**config.mk**
```make
export PLATFORM = sky130hd
export DESIGN_NAME = store_drain_buffer
export DESIGN_NICKNAME = d
export VERILOG_FILES = /design/src/rtl/store_drain_buffer_pkg.sv /design/src/rtl/store_drain_buffer_sd_fwd_match.sv /design/src/rtl/store_drain_buffer.sv
export SDC_FILE = /design/constraint.sdc
export NUM_CORES = 2
export LEC_CHECK = 0
export ABC_AREA = 1
export CAP_MARGIN = 20
export CELL_PAD_IN_SITES_DETAIL_PLACEMENT = 1
export CELL_PAD_IN_SITES_GLOBAL_PLACEMENT = 1
export CORE_MARGIN = 2
export CORE_UTILIZATION = 38
export DETAILED_ROUTE_END_ITERATION = 16
export GPL_TIMING_DRIVEN = 0
export PLACE_DENSITY_LB_ADDON = 0.1
export SLEW_MARGIN = 40
export SYNTH_ARGS = -nofsm -noshare
export SYNTH_HDL_FRONTEND = slang
export SYNTH_SLANG_ARGS = --single-unit
```
**constraint.sdc**
```tcl
create_clock -name clock -period 6.65 [get_ports clock]
set_input_delay 0.9975 -clock clock [delete_from_list [all_inputs] [get_ports clock]]
set_output_delay 0.9975 -clock clock [all_outputs]
set_load 0.01 [all_outputs]
```
**src/rtl/store_drain_buffer_pkg.sv**
```systemverilog
// Shared definitions for the store drain path: bus command encodings,
// default geometry, the store-entry record and the drain FSM states.
package store_drain_buffer_pkg;

  // proc2mem bus command encodings
  localparam logic [1:0] BUS_NONE  = 2'h0;
  localparam logic [1:0] BUS_LOAD  = 2'h1;
  localparam logic [1:0] BUS_STORE = 2'h2;

  // Default geometry of the drain buffer
  localparam int SD_DEPTH_DEF  = 4;
  localparam int SD_ADDR_W_DEF = 64;
  localparam int SD_DATA_W_DEF = 64;

  // Drain FSM states
  localparam logic [0:0] SD_IDLE  = 1'b0;
  localparam logic [0:0] SD_ISSUE = 1'b1;

  // One buffered committed store at the default geometry
  typedef struct packed {
    logic                     valid;
    logic [SD_ADDR_W_DEF-1:0] addr;
    logic [SD_DATA_W_DEF-1:0] data;
  } sd_entry_t;

endpackage

```
**src/rtl/store_drain_buffer_sd_fwd_match.sv**
```systemverilog
// Youngest-match priority selector for load forwarding. Entries are scanned
// from oldest to youngest relative to the tail so the youngest match wins.
module sd_fwd_match
  import store_drain_buffer_pkg::*;
#(
  parameter int SD_DEPTH = SD_DEPTH_DEF,
  parameter int ADDR_W   = SD_ADDR_W_DEF,
  parameter int DATA_W   = SD_DATA_W_DEF,
  parameter int PTR_W    = $clog2(SD_DEPTH)
) (
  input  logic [SD_DEPTH-1:0] ent_valid,
  input  logic [ADDR_W-1:0]   ent_addr [SD_DEPTH],
  input  logic [DATA_W-1:0]   ent_data [SD_DEPTH],
  input  logic [PTR_W-1:0]    tail,
  input  logic [ADDR_W-1:0]   probe_addr,
  output logic                hit,
  output logic [DATA_W-1:0]   hit_data
);

  // Quadword compare: byte offset bits are masked off
  localparam logic [ADDR_W-1:0] QW_MASK = ~ADDR_W'(7);

  logic [PTR_W-1:0] idx;

  // Scan oldest-to-youngest (distance from tail decreasing); last match wins
  always_comb begin
    hit      = 1'b0;
    hit_data = '0;
    idx      = '0;
    for (int i = SD_DEPTH - 1; i >= 0; i--) begin
      idx = tail - PTR_W'(i + 1);
      if (ent_valid[idx] && (((ent_addr[idx] ^ probe_addr) & QW_MASK) == '0)) begin
        hit      = 1'b1;
        hit_data = ent_data[idx];
      end else begin
        hit      = hit;
        hit_data = hit_data;
      end
    end
  end

endmodule

```
**src/rtl/store_drain_buffer.sv**
```systemverilog
// Store drain buffer: queues committed stores from the SQ, drains them to
// memory over proc2mem when granted, coalesces back-to-back stores to the
// same quadword, and forwards buffered data to younger loads.
module store_drain_buffer
  import store_drain_buffer_pkg::*;
#(
  parameter int SD_DEPTH = SD_DEPTH_DEF,
  parameter int ADDR_W   = SD_ADDR_W_DEF,
  parameter int DATA_W   = SD_DATA_W_DEF
) (
  input  logic                        clock,
  input  logic                        reset,
  input  logic                        st_in_valid,
  input  logic [ADDR_W-1:0]           st_in_addr,
  input  logic [DATA_W-1:0]           st_in_data,
  output logic                        st_in_ready,
  input  logic                        mem_grant,
  output logic [1:0]                  proc2mem_command,
  output logic [ADDR_W-1:0]           proc2mem_addr,
  output logic [DATA_W-1:0]           proc2mem_data,
  input  logic [3:0]                  mem2proc_response,
  input  logic [ADDR_W-1:0]           ld_probe_addr,
  output logic                        ld_probe_hit,
  output logic [DATA_W-1:0]           ld_probe_data,
  output logic                        sd_empty,
  output logic [$clog2(SD_DEPTH):0]   sd_count,
  output logic                        overflow_err
);

  localparam int PTR_W = $clog2(SD_DEPTH);
  localparam int CNT_W = PTR_W + 1;
  localparam logic [PTR_W-1:0]  PTR_ONE  = PTR_W'(1);
  localparam logic [CNT_W-1:0]  CNT_ONE  = CNT_W'(1);
  localparam logic [CNT_W-1:0]  CNT_FULL = CNT_W'(SD_DEPTH);
  localparam logic [ADDR_W-1:0] QW_MASK  = ~ADDR_W'(7);

  logic [SD_DEPTH-1:0] ent_valid;
  logic [ADDR_W-1:0]   ent_addr [SD_DEPTH];
  logic [DATA_W-1:0]   ent_data [SD_DEPTH];
  logic [PTR_W-1:0]    head;
  logic [PTR_W-1:0]    tail;
  logic [CNT_W-1:0]    count;
  logic [0:0]          state;
  logic                overflow;

  logic [PTR_W-1:0]    youngest;
  logic                issuing;
  logic                accept;
  logic                coalesce;
  logic                push;
  logic                drop;
  logic [CNT_W-1:0]    count_next;
  logic [0:0]          state_next;

  // Push/pop/coalesce decisions from registered state and this cycle's inputs
  always_comb begin
    youngest    = tail - PTR_ONE;
    issuing     = (state == SD_ISSUE);
    accept      = issuing && mem_grant && (mem2proc_response != 4'h0);
    st_in_ready = (count < CNT_FULL);
    // Never rewrite the head while it may be on the bus
    coalesce    = st_in_valid && (count != '0) && ent_valid[youngest] &&
                  (((ent_addr[youngest] ^ st_in_addr) & QW_MASK) == '0) &&
                  !(issuing && (youngest == head));
    push        = st_in_valid && !coalesce && st_in_ready;
    drop        = st_in_valid && !coalesce && !st_in_ready;
  end

  // Occupancy and drain FSM next-state
  always_comb begin
    case ({push, accept})
      2'b10:   count_next = count + CNT_ONE;
      2'b01:   count_next = count - CNT_ONE;
      default: count_next = count;
    endcase
    case (state)
      SD_IDLE: begin
        if (count != '0) state_next = SD_ISSUE;
        else             state_next = SD_IDLE;
      end
      SD_ISSUE: begin
        if (accept && (count_next == '0)) state_next = SD_IDLE;
        else                              state_next = SD_ISSUE;
      end
      default: state_next = SD_IDLE;
    endcase
  end

  // Control state: pointers, count, valid bits, FSM, sticky overflow
  always_ff @(posedge clock) begin
    if (reset) begin
      ent_valid <= '0;
      head      <= '0;
      tail      <= '0;
      count     <= '0;
      state     <= SD_IDLE;
      overflow  <= 1'b0;
    end else begin
      count <= count_next;
      state <= state_next;
      if (drop) overflow <= 1'b1;
      if (accept) begin
        ent_valid[head] <= 1'b0;
        head            <= head + PTR_ONE;
      end
      if (push) begin
        ent_valid[tail] <= 1'b1;
        tail            <= tail + PTR_ONE;
      end
    end
  end

  // Entry payload storage; only valid-qualified entries are ever observed
  always_ff @(posedge clock) begin
    if (push) begin
      ent_addr[tail] <= st_in_addr;
      ent_data[tail] <= st_in_data;
    end else if (coalesce) begin
      ent_data[youngest] <= st_in_data;
    end
  end

  // Bus request is presented only while issuing and granted
  always_comb begin
    if (issuing && mem_grant) begin
      proc2mem_command = BUS_STORE;
      proc2mem_addr    = ent_addr[head];
      proc2mem_data    = ent_data[head];
    end else begin
      proc2mem_command = BUS_NONE;
      proc2mem_addr    = '0;
      proc2mem_data    = '0;
    end
  end

  // Status outputs
  always_comb begin
    sd_empty     = (count == '0);
    sd_count     = count;
    overflow_err = overflow;
  end

  sd_fwd_match #(
    .SD_DEPTH (SD_DEPTH),
    .ADDR_W   (ADDR_W),
    .DATA_W   (DATA_W),
    .PTR_W    (PTR_W)
  ) u_fwd_match (
    .ent_valid  (ent_valid),
    .ent_addr   (ent_addr),
    .ent_data   (ent_data),
    .tail       (tail),
    .probe_addr (ld_probe_addr),
    .hit        (ld_probe_hit),
    .hit_data   (ld_probe_data)
  );

endmodule

```
==> run summary <==
The run finished, with violations left. The checks that failed: setup timing. The later pin in the worst-skew pair is clocked with a latency of 0.69 ns. In the synthesized netlist, the cells that appear most often are 2036 x nand2_1, 782 x o21ai_0, 768 x nand3_1. The count of buffers added on input and output ports is 393. Startpoint kind of the worst setup timing path: a flop. The number of antenna violations at the first check in global routing is 44, and the reported max-cap violation count is 0. In this run the deepest clock path goes through 3 buffers. The detail-routed net length per standard cell came out at 35.0 um. The final worst setup slack was -0.0952 ns; the leakage power total was 22.5 nW.

STA classifies the critical path endpoint as an output pin. The area of the multi-input gates is 22400 um^2. Using the TritonRoute via totals, the vias-per-cell ratio works out to 6.31. The run gives 396000 um as the first-pass GRT wire length. The H-tree generated during clock tree synthesis spans 3 levels. After global routing the overflow that remains totals 0.

Summing all flip-flop and latch instances after layout gives 15600 um^2. After the first detailed-routing iteration, the DRC count stood at 7363. When the netlist entered floorplanning its net count stood at 6523.

Along the worst path, the maximum fanout reaches 11. The region available for standard cell placement spans 109000 um^2. Clock skew on the completed layout was measured at 0.0286 ns. The setup path with the least slack is of type flop to output pin. Across all layers, the routed design uses 52.4k vias.

Cells with a size suffix above 1 make up 8.04% of the layout. The number of clock buffers added by TritonCTS is 66. Counting distinct cell types in the post-synthesis netlist gives 32. The pre-antenna-repair detailed-routing pass consisted of 8 iterations.

The die covers 112000 um^2. IR analysis of the VDD net gives a maximum drop of 0.214 mV. For the worst setup path, the data arrival time is 5.75 ns. The starting density of the core came out at 38.2%. The library cell with the largest summed area after synthesis is edfxtp_1. Sequential cells were found to cover 37.6% of the synthesized design area. Of all flip-flops after synthesis, the portion carrying an async set or reset was 0%. The layout has 14.1k filler cells.

Classification of the worst-slack hold path: flop to flop. The tools report the data required time at the worst endpoint as 5.65 ns. The completed layout was analyzed and its total power is 15.9 mW. The power density normalized to cell area came out at 311 nW/um^2. The run gives 0 as the number of design rule violations left after detail routing. nand2_1 is the most common cell in the netlist.

The final setup violation count was 19; the growth of design area from synthesis to finish was 23.4%. The tools report the via count of the first global-routing pass as 52.4k. Yosys attributes the largest share of cell area to edfxtp_1 37%, nand2_1 18%, o21ai_0 9.4%. The share of synthesized area in the top cell type comes to 37.0%. The register bit total from synthesis is 525, and the portion of the clock cycle consumed by the worst path in the final layout is 101%. The count of pins over their slew limit is 0, and the HPWL after detailed placement is 217000 um. For the finished layout, the period the worst path requires is 6.75 ns. In this run the tightest slew margin relative to its limit is 32.6%. Entering global routing, the biggest net connects 45 pins. In this run the remaining antenna-violating nets after routing total 0.

The tools report the clock tree root buffer cell as clkbuf_16. TritonCTS built the clock tree. The final layout contains 7026 nets. The slew of the pin with the lowest slew margin works out to 1.01 ns. The floorplan has 121 rows. Number of sinks driven by the clock tree: 525.

The floorplan step set the die width to 335 um. The number of synthesized flops with an enable pin works out to 512. The tools report the placement-stage cell area as 48000 um^2.

The finished cells cover 51300 um^2. Chip height: 335 um. The tools report the total global-route track usage as 50.7%.

In this run the count of I/O pins placed on the die edge is 401. Wires add up to 291000 um. For the total number of yosys warnings, the log shows 0. Routability-driven placement finished with a final weighted congestion of 1.07.

Summing every instance area after synthesis gives 41500 um^2. The cell count after synthesis came out at 6311. The most used flip-flop cell after synthesis is edfxtp_1. Adding up every negative setup slack in the final design gives -0.962 ns. Dividing the synthesized area by the synthesized cell count gives 6.58 um^2.

The logs give 0 for the number of endpoints with negative hold slack in the final report and 148 MHz for the maximum clock frequency. Clock-pin slew was measured on the worst setup and hold paths at 0.06 ns.
-- cell type report --
| cell class | instances | area share, % |
|---|---|---|
| Sequential cell | 525 | 30.5 |
| Antenna cell | 27 | 0.132 |
| Clock buffer | 81 | 3.53 |
| Tap cell | 1414 | 3.45 |
| Timing Repair Buffer | 439 | 9.24 |
| Clock inverter | 37 | 0.535 |
| Multi-Input combinational cell | 4874 | 43.6 |
| Buffer | 429 | 5.41 |
| Inverter | 479 | 3.57 |
-- metal layers --
metal | track usage (%) | share of wire (%) | vias up
li1 | - | - | 21800
met1 | 56.1 | 34 | 25200
met2 | 77.2 | 43 | 3986
met3 | 17.7 | 12 | 1389
met4 | 45.0 | 11 | 38
met5 | 0.521 | 0.11 | -
-- flip-flops by register name, indices dropped and copies added, names as in the netlist --
name	count
issuing	1
ent_valid	4
ent_data	256
sd_count	3
tail	2
head	2
overflow_err	1
ent_addr	256
-- cells by family after synthesis --
logic type	synth area share [%]
AND/OR/NAND/NOR	34.9
AO/OA/AOI/OAI	15.5
buffers and inverters	9.68
flip-flops	37.6
XOR/XNOR	1.90
adder cells (fa/ha/maj)	0.380
other	0.00903
-- stage by stage --
stage	hold slack (ns)	instances	util [%]	setup slack (ns)
3_3_place_gp	0.447	8118	43.5	-6.20
5_1_grt	0.520	8283	47.1	-0.0339
6_report	0.493	8305	47.1	-0.0952
3_5_place_dp	0.486	8146	44.1	-2.27
4_1_cts	0.491	8265	46.8	-0.0455
2_1_floorplan	0.445	6311	-	0.142
-- cell usage in the layout, fill, tap and decap left out, drive strengths merged --
master and count:
nand2 2039, dfxtp 13, xnor2 21, clkbuf 282, nand3b 30, nand3 769
nor2 708, xor2 69, clkinvlp 4, conb 1, dlygate4sd2 28, dlymetal6s2s 33
nand4 12, o22ai 6, o41ai 1, edfxtp 512, bufinv 3, clkdlybuf4s50 331
or2 2, fa 1, ha 11, o211ai 68, a31oi 1, a21oi 341
buf 275, inv 483, nor3 1, clkinv 26, diode 27, o21ai 793
-- power breakdown --
part | switching, mW | total, mW | internal, mW
clock network | 1.63 | 3.68 | 2.05
registers | 0.220 | 4.26 | 4.04
logic | 5.96 | 7.98 | 2.02
-- critical path: stages (launching register included) --
cell and delay (ns):
dfxtp_4 0.38, buf_8 0.15, inv_1 0.10, buf_8 0.17, buf_12 0.17, clkbuf_16 0.20, ha_4 0.29, buf_12 0.16
inv_2 0.07, buf_12 0.17, buf_16 0.19, buf_16 0.21, nand3_1 0.15, nand2_1 0.08, nand2_2 0.17, o21ai_0 0.17
nor2_2 0.31, nand2_2 0.16, nor2_1 0.12, nand2_1 0.09, nor2_4 0.17, nand2_1 0.12, buf_6 0.19, nand2_1 0.08
nand2_1 0.06, a21oi_2 0.23, clkdlybuf4s50_1 0.58
-- path summary, 6_finish.rpt --
| kind | start | endpoint | slack, ns | depth (start not counted) |
|---|---|---|---|---|
| min | overflow_err | overflow_err | 0.49 | 2 |
| max | tail[1] | ld_probe_data[2] | -0.1 | 26 |
| max reg2reg | tail[1] | ent_data[160] | 0.02 | 26 |
| min reg2reg | overflow_err | overflow_err | 0.49 | 2 |
-- timing repair --
action | 4_1_cts | 5_1_grt
buffers inserted | 3 | 12
gates cloned | 1 | 0
pin swaps | 7 | 11
gates resized for setup | 232 | 65
hold buffers | 0 | 0
endpoints found under the setup margin | 843 | 111
No activity file was read; power rests on OpenSTA's default activity.
